File: config.mk
export PLATFORM = sky130hd
export DESIGN_NAME = dct8_transpose_buf
export DESIGN_NICKNAME = d
export VERILOG_FILES = /design/src/rtl/dct_pkg.sv /design/src/rtl/dct8_tp_bank.sv /design/src/rtl/dct8_transpose_buf.sv
export SDC_FILE = /design/constraint.sdc
export NUM_CORES = 2
export LEC_CHECK = 0
export CORE_ASPECT_RATIO = 0.5
export CORE_MARGIN = 2
export CORE_UTILIZATION = 45
export DETAILED_ROUTE_END_ITERATION = 16
export GPL_TIMING_DRIVEN = 0
export PLACE_DENSITY_LB_ADDON = 0.25
export SLEW_MARGIN = 10
export SYNTH_ARGS = -nofsm -noshare
export SYNTH_HDL_FRONTEND = slang
export SYNTH_SLANG_ARGS = --single-unit
File: constraint.sdc
create_clock -name clk -period 12.4 [get_ports clk]
set_input_delay 1.86 -clock clk [delete_from_list [all_inputs] [get_ports clk]]
set_output_delay 1.86 -clock clk [all_outputs]
set_load 0.02 [all_outputs]
File: src/rtl/dct_pkg.sv
// Shared types for the 2-D DCT transpose path.
package dct_pkg;

    localparam int DCT_N = 8;
    localparam int DCT_W = 16;

    typedef logic signed [DCT_W-1:0] coef_t;
    typedef coef_t vec_t [DCT_N];

endpackage

File: src/rtl/dct8_tp_bank.sv
// One 8x8 coefficient bank: row-wide write port, column-wide read mux.
module dct8_tp_bank
    import dct_pkg::*;
(
    input  logic       clk,
    input  logic       we,
    input  logic [2:0] row,
    input  vec_t       wdata,
    input  logic [2:0] col,
    output vec_t       rdata
);

    // Storage is deliberately unreset; the control flags gate all reads.
    vec_t mem [DCT_N];

    always_ff @(posedge clk) begin
        if (we) begin
            mem[row] <= wdata;
        end
    end

    always_comb begin
        for (int k = 0; k < DCT_N; k++) begin
            rdata[k] = mem[k][col];
        end
    end

endmodule

File: src/rtl/dct8_transpose_buf.sv
// Ping-pong 8x8 transpose between DCT row and column passes.
// Optional out_last framing port enabled by DCT_TP_LAST_EN.
module dct8_transpose_buf
    import dct_pkg::*;
#(
    parameter int DATA_W = 16,
    parameter int N      = 8
) (
    input  logic              clk,
    input  logic              rst_n,
    input  logic              in_valid,
    output logic              in_ready,
    input  logic [DATA_W-1:0] in0,
    input  logic [DATA_W-1:0] in1,
    input  logic [DATA_W-1:0] in2,
    input  logic [DATA_W-1:0] in3,
    input  logic [DATA_W-1:0] in4,
    input  logic [DATA_W-1:0] in5,
    input  logic [DATA_W-1:0] in6,
    input  logic [DATA_W-1:0] in7,
    output logic              out_valid,
    input  logic              out_ready,
    output logic [DATA_W-1:0] out0,
    output logic [DATA_W-1:0] out1,
    output logic [DATA_W-1:0] out2,
    output logic [DATA_W-1:0] out3,
    output logic [DATA_W-1:0] out4,
    output logic [DATA_W-1:0] out5,
    output logic [DATA_W-1:0] out6,
    output logic [DATA_W-1:0] out7
`ifdef DCT_TP_LAST_EN
    ,
    output logic              out_last
`endif
);

    generate
        if (N != DCT_N || DATA_W != DCT_W) begin : g_bad_cfg
            $error("dct8_transpose_buf: only N=8, DATA_W=16 supported");
        end
    endgenerate

    logic [1:0] full;
    logic [1:0] full_nxt;
    logic       wr_sel;
    logic       rd_sel;
    logic [2:0] wr_row;
    logic [2:0] rd_col;
    logic       in_fire;
    logic       out_fire;
    vec_t       wvec;
    vec_t       rvec [2];
    vec_t       rsel;

    assign in_ready  = !full[wr_sel];
    assign out_valid = full[rd_sel];
    assign in_fire   = in_valid && in_ready;
    assign out_fire  = out_valid && out_ready;

`ifdef DCT_TP_LAST_EN
    assign out_last = out_valid && (rd_col == 3'd7);
`endif

    always_comb begin
        wvec[0] = in0;
        wvec[1] = in1;
        wvec[2] = in2;
        wvec[3] = in3;
        wvec[4] = in4;
        wvec[5] = in5;
        wvec[6] = in6;
        wvec[7] = in7;
    end

    for (genvar b = 0; b < 2; b++) begin : g_bank
        dct8_tp_bank u_bank (
            .clk   (clk),
            .we    (in_fire && (wr_sel == 1'(b))),
            .row   (wr_row),
            .wdata (wvec),
            .col   (rd_col),
            .rdata (rvec[b])
        );
    end

    // Outputs read as zero whenever no column is being offered.
    always_comb begin
        rsel = rvec[rd_sel];
        out0 = out_valid ? rsel[0] : '0;
        out1 = out_valid ? rsel[1] : '0;
        out2 = out_valid ? rsel[2] : '0;
        out3 = out_valid ? rsel[3] : '0;
        out4 = out_valid ? rsel[4] : '0;
        out5 = out_valid ? rsel[5] : '0;
        out6 = out_valid ? rsel[6] : '0;
        out7 = out_valid ? rsel[7] : '0;
    end

    // Fill and drain always target different banks, so both may apply.
    always_comb begin
        full_nxt = full;
        if (in_fire && wr_row == 3'd7) begin
            full_nxt[wr_sel] = 1'b1;
        end
        if (out_fire && rd_col == 3'd7) begin
            full_nxt[rd_sel] = 1'b0;
        end
    end

    always_ff @(posedge clk or negedge rst_n) begin
        if (!rst_n) begin
            full   <= 2'b00;
            wr_sel <= 1'b0;
            rd_sel <= 1'b0;
            wr_row <= 3'd0;
            rd_col <= 3'd0;
        end else begin
            full <= full_nxt;
            if (in_fire) begin
                wr_row <= wr_row + 3'd1;
                if (wr_row == 3'd7) begin
                    wr_sel <= !wr_sel;
                end
            end
            if (out_fire) begin
                rd_col <= rd_col + 3'd1;
                if (rd_col == 3'd7) begin
                    rd_sel <= !rd_sel;
                end
            end
        end
    end

endmodule
# --- Word-level counts from Yosys, hierarchy flattened ---
# Memory sizes are Yosys's and may differ from the RTL's.
# Cells that the tools add are included.
word_totals:
  regBits: 10
  mem_bits_rw: 2048
  input_bits: 132
  output_inout_bits: 130
  mem_count: 2
classes:
  n_addsub: 2
  magnitude_cmp: 6
  n_eq_ne: 2
  muxes: 73
  n_bitwise: 6
  n_reduce_logical: 13
mem_list:
  columns: ["memory", "depth", "word_bits", "rd", "rd_clocked_by_memory_dff", "wr", "line", "source"]
  rows:
  - ["g_bank[0].u_bank.mem", 8, 128, 8, 0, 1, "dct8_tp_bank.sv:14", "vec_t mem [DCT_N];"]
  - ["g_bank[1].u_bank.mem", 8, 128, 8, 0, 1, "dct8_tp_bank.sv:14", null]
ops:
  columns: ["operator", "n"]
  rows:
  - ["$bmux W16 S3", 16]
  - ["$mux W16", 40]
  - ["$mux W128", 3]
  - ["$mux W1", 10]
  - ["$logic_and A1 B1 Y1", 8]
  - ["$add A3 B1 Y3 const B", 2]
  - ["$eq A3 B3 Y1 const B", 2]
  - ["$ge A4 B4 Y1 const B", 1]
  - ["$lt A1 B2 Y1 const B", 2]
  - ["$mux W2", 2]
  - ["$not A3 Y4", 1]
  - ["$reduce_and A2 Y1", 2]
  - ["$logic_not A1 Y1", 3]
  - ["$and A2 B2 Y2", 1]
  - ["$demux W1 S1", 2]
  - ["$ge A1 B1 Y1 const B", 2]
  - ["$ge A2 B2 Y1 const B", 1]
  - ["$not A1 Y2", 1]
  - ["$not A2 Y2", 1]
  - ["$or A2 B2 Y2", 1]
  - ["$not A1 Y1", 1]

# --- Depth between registers and ports, before layout ---
logic_depth:
  word_depth: 8
  mapped_depth: 8

# --- Modules after synthesis ---
# A second synthesis with hierarchy kept.
unflattened:
  hier_cells: 3307
  hier_area_um2: 80460.9
modules_own_cells:
  columns: ["module", "n_inst", "cells_each", "area_each_um2", "seq_area_each_um2"]
  rows:
  - ["dct8_tp_bank", 2, 1492, 39001.2, 30749.5]
  - ["dct8_transpose_buf", 1, 323, 2458.6, 250.2]

# --- Least setup slack after synthesis ---
# No wires, ideal clock.
synth_path:
  path_type: "input -> register"
  start: "input port in_valid"
  end: "memory g_bank[0].u_bank.mem[2][0] (netlist name), enable pin"
  setup_time_ns: 0.772
  t_arrival_ns: 10.996
  slack_ns: 0.632
  path_stages: 3
  n_path_buf: 0
  cell_sequence: "nor3b_1 nand2_1 nor3_1"
synth_via:
  elab_chain_cells: 4
synth_lines:
  columns: ["element", "line", "source"]
  rows:
  - ["start, declared", "dct8_transpose_buf.sv:11", "input logic in_valid,"]
  - ["$logic_and A1 B1 Y1", "dct8_transpose_buf.sv:57", "assign in_fire = in_valid && in_ready;"]
  - ["$logic_and A1 B1 Y1", "dct8_transpose_buf.sv:78", ".we (in_fire && (wr_sel == 1'(b))),"]
  - ["$mux W1", "dct8_tp_bank.sv:17", "if (we) begin"]
  - ["$mux W1 (implied by the code)", "dct8_tp_bank.sv:18", "mem[row] <= wdata;"]
  - ["end, declared", "dct8_tp_bank.sv:14", null]
# No other way between the ends.

# --- Worst setup path in the final report ---
layout_path:
  start: "register full[0]"
  end: "output port out0[3]"
layout_via:
  elab_chain_cells: 3
layout_lines:
  columns: ["element", "line", "source"]
  rows:
  - ["start, declared", "dct8_transpose_buf.sv:43", "logic [1:0] full;"]
  - ["start signal, assigned", "dct8_transpose_buf.sv:118", "full <= full_nxt;"]
  - ["$mux W1 (implied by the code) (2 in series)", "dct8_transpose_buf.sv:56", "assign out_valid = full[rd_sel];"]
  - ["$mux W16", "dct8_transpose_buf.sv:89", "out0 = out_valid ? rsel[0] : '0;"]
  - ["end, declared", "dct8_transpose_buf.sv:23", "output logic [DATA_W-1:0] out0,"]
# No other way between the ends. The select of a mux whose other input is x is not followed.

==> run_results.csv <==
group,metric,value,unit
power_and_ir_drop,p_int,14120,uW
placement,post-dp-hpwl,193200,um
synthesis,async_flop_share,0.4859,%
synthesis,synth_top_area_share,77.89,%
sta,rsz0062_at_grt,"false",
job,cap_violations,1,
min_path,holdCritPathClass,"register to register",
power_and_ir_drop,combPwrFrac,38.9,%
clocking,clock_latency,830,ps
worst_setup_path,critPathRequiredTime,10540,ps
synthesis,synthCells,3733,
clocking,cts.repair.resized,0,
clocking,clock-sinks,2058,
clocking,clk_pin_slew_worst_paths,80,ps
cells_and_area,drive_above_1_share,20.31,%
clocking,cts_tree,"done",
placement,gp_congestion,0.9959,
power_and_ir_drop,vdd_drop_max,209.9,uV
synthesis,synth_edf_count,2048,
die,io_pins,262,
grt,grt_max_degree,33,
drt,wl_per_cell,40.01,um
synthesis,syn-cell-area,78960,um^2
clocking,clockRootBuffer,"clkbuf_16",
grt,antenna_found_initial,40,
synthesis,ys_seq_elements,2058,
placement,io_buffers,261,
placement,placed_cell_area,86250,um^2
sta,skew,31.66,ps
sta,worstMarginPinSlew,1504,ps
grt,grt_overflow_total,0,
clocking,cts_made_buffers,181,
power_and_ir_drop,power.switching,8655,uW
synthesis,synth_area_leaders,"edfxtp_1 (78%), mux4_2 (11%), mux2i_1 (3.3%), nand2_1 (1.9%), a32oi_1 (1.4%)",
drt,ant_nets,0,
synthesis,ys_seq_area_share,78.20,%
synthesis,yosysWarnings,0,
sta,finalHoldViolCount,0,
drt,drt_first_pass_iters,10,
die,fp.dieW,596.4,um
clocking,cts_setup_buffers,0,
worst_setup_path,worst_setup_path_start_kind,"register",
cells_and_area,design_area,92100,um^2
worst_setup_path,crit_path_end_kind,"output port",
drt,vias,43420,
clocking,cts_max_level,4,
power_and_ir_drop,p_clk_share,24.9,%
run_status,violations,"capacitance limit, slew limit",
worst_setup_path,critical_path_class,"register to output port",
cells_and_area,fillCellCount,13200,
cells_and_area,multi_input_area,16010,um^2
die,core-area,173900,um^2
synthesis,synth_area_per_cell,21.15,um^2
synthesis,synthesis.nets,3869,
die,start_util,45.40,%
synthesis,synth_most_common_cell,"edfxtp_1",
drt,drcViolationCount,0,
clocking,cts.path.max_buffers,3,
drt,drt_first_iter_violations,8454,
power_and_ir_drop,power_frac_seq,36.2,%
cells_and_area,utilization,52.96,%
grt,grt_pass1_vias,40350,
synthesis,synth_cell_types,32,
worst_setup_path,path_max_fanout,10,
power_and_ir_drop,power_density,247.3,nW/um^2
synthesis,synth.largest_area_cell,"edfxtp_1",
die,die-area,179000,um^2
sta,fmax,0.1500,GHz
clocking,cts-hold-fix-buffers,0,
sta,fin_crit_sh,53.76,%
sta,fin_crit,6666,ps
cells_and_area,area_growth,16.64,%
sta,slew_headroom,-0.5683,%
power_and_ir_drop,p_sw_share,38.00,%
drt,drt-total-wl,270500,um
grt,grt_pass1_wl,356300,um
power_and_ir_drop,p_leak,0.02890,uW
grt,grt_usage,30.08,%
run_status,status,"complete, but fails checks",
drt,viasPerCell,6.422,
cells_and_area,register_area,61750,um^2
cells_and_area,nNetsFinal,4425,
worst_setup_path,critPathArrivalTime,4810,ps
synthesis,synthFlopType,"edfxtp_1",
sta,setup_viol,0,
synthesis,netlist_top_cells_count,"edfxtp_1 (2048), nand2_1 (391), mux4_2 (385), mux2i_1 (257)",
die,fp.dieH,300.2,um
die,num_rows,108,
sta,slew_viol_final,17,
final cells by class:
type	count	share of cell area, %
Clock buffer	219	5.188
Buffer	213	1.429
Tap cell	2310	3.138
Multi-Input combinational cell	1461	17.38
Antenna cell	11	0.02989
Clock inverter	116	1.144
Inverter	1	0.004075
Timing Repair Buffer	373	4.645
Sequential cell	2058	67.04
cells in the final DEF, fill, tap and decap left out, drive strengths merged:
master,instances
edfxtp,2048
nand2,391
mux4,385
clkbuf,299
clkdlybuf4s50,259
mux2i,257
buf,247
a32oi,127
nand4,127
o211ai,127
clkinv,87
bufinv,18
nor2,14
diode,11
dfrtp,10
inv,7
clkinvlp,5
nor3,4
a31oi,4
mux2,4
ha,4
nand2b,3
o21ai,2
nor2b,2
xnor2,2
and2,2
nor3b,1
o32ai,1
and3,1
or3,1
nand3b,1
a22o,1
final timing paths:
| kind | start | endpoint | slack (ps) | cells past startpoint |
|---|---|---|---|---|
| max | full[0]$_DFF_PN0_ | out0[3] | 5730 | 7 |
| min | wr_row[1]$_DFFE_PN0N_ | wr_row[1]$_DFFE_PN0N_ | 620 | 1 |
| max reg2reg | full[0]$_DFF_PN0_ | g_bank[0].u_bank.mem[2][6]$_DFFE_PP_ | 8900 | 8 |
| min reg2reg | wr_row[1]$_DFFE_PN0N_ | wr_row[1]$_DFFE_PN0N_ | 620 | 1 |
| max in group asynchronous | rst_n | full[1]$_DFF_PN0_ | 10650 | 1 |
| min in group asynchronous | rst_n | full[0]$_DFF_PN0_ | 1380 | 1 |
cell families after synthesis:
| group | after synthesis | synth area share (%) |
|---|---|---|
| AOI/OAI and AO/OA | 262 | 2.683 |
| xor gates and xnor gates | 2 | 0.02219 |
| adders and majority gates | 4 | 0.06339 |
| buffers and inverters | 214 | 1.665 |
| DFF | 2058 | 78.20 |
| muxes | 646 | 14.30 |
| and+or+nand+nor | 547 | 3.068 |
stage by stage:
step	TNS [ps]	instances	hold WS (ps)	power, uW	setup slack (ps)
finish	0	6762	618.4	22780	5734
CTS	0	6751	601.4	22520	5760
detailed placement	0	6416	585.0	16930	6653
floorplan	0	3733	544.0	12650	632.5
global placement	-2846990	6304	572.3	16930	-5666
global route	0	6756	649.5	23170	5735
worst max-delay path, cell delays in order, from the launching register on:
cell and delay [ps]:
dfrtp_1 430, nor2b_1 310, and2_1 170, clkbuf_1 660
clkbuf_1 790, nand2_1 500, o211ai_1 390, clkdlybuf4s50_1 700
power groups by stage:
| stage | Clock [uW] | Sequential [uW] | Combinational (uW) |
|---|---|---|---|
| after floorplan | 0 | 8470 | 4180 |
| after CTS | 5700 | 8240 | 8580 |
| after detailed placement | 0 | 8390 | 8540 |
| after global routing | 5980 | 8270 | 8920 |
| after global placement | 0 | 8560 | 8370 |
| final | 5680 | 8240 | 8850 |
per-layer routing:
metal	vias to the layer above	track usage [%]	routed length [um]
met4	14	8.266	7917
met3	431	14.96	48350
met2	3412	41.17	111500
li1	16790	-	-
met5	-	0	86
met1	22770	42.49	102700
state kept, by name, indices dropped and copies added, names as in the netlist:
register,count
wr_row,3
rd_col,3
full,2
rd_sel,1
g_bank.u_bank.mem,2048
wr_sel,1
(Power assumes the default switching activity.)
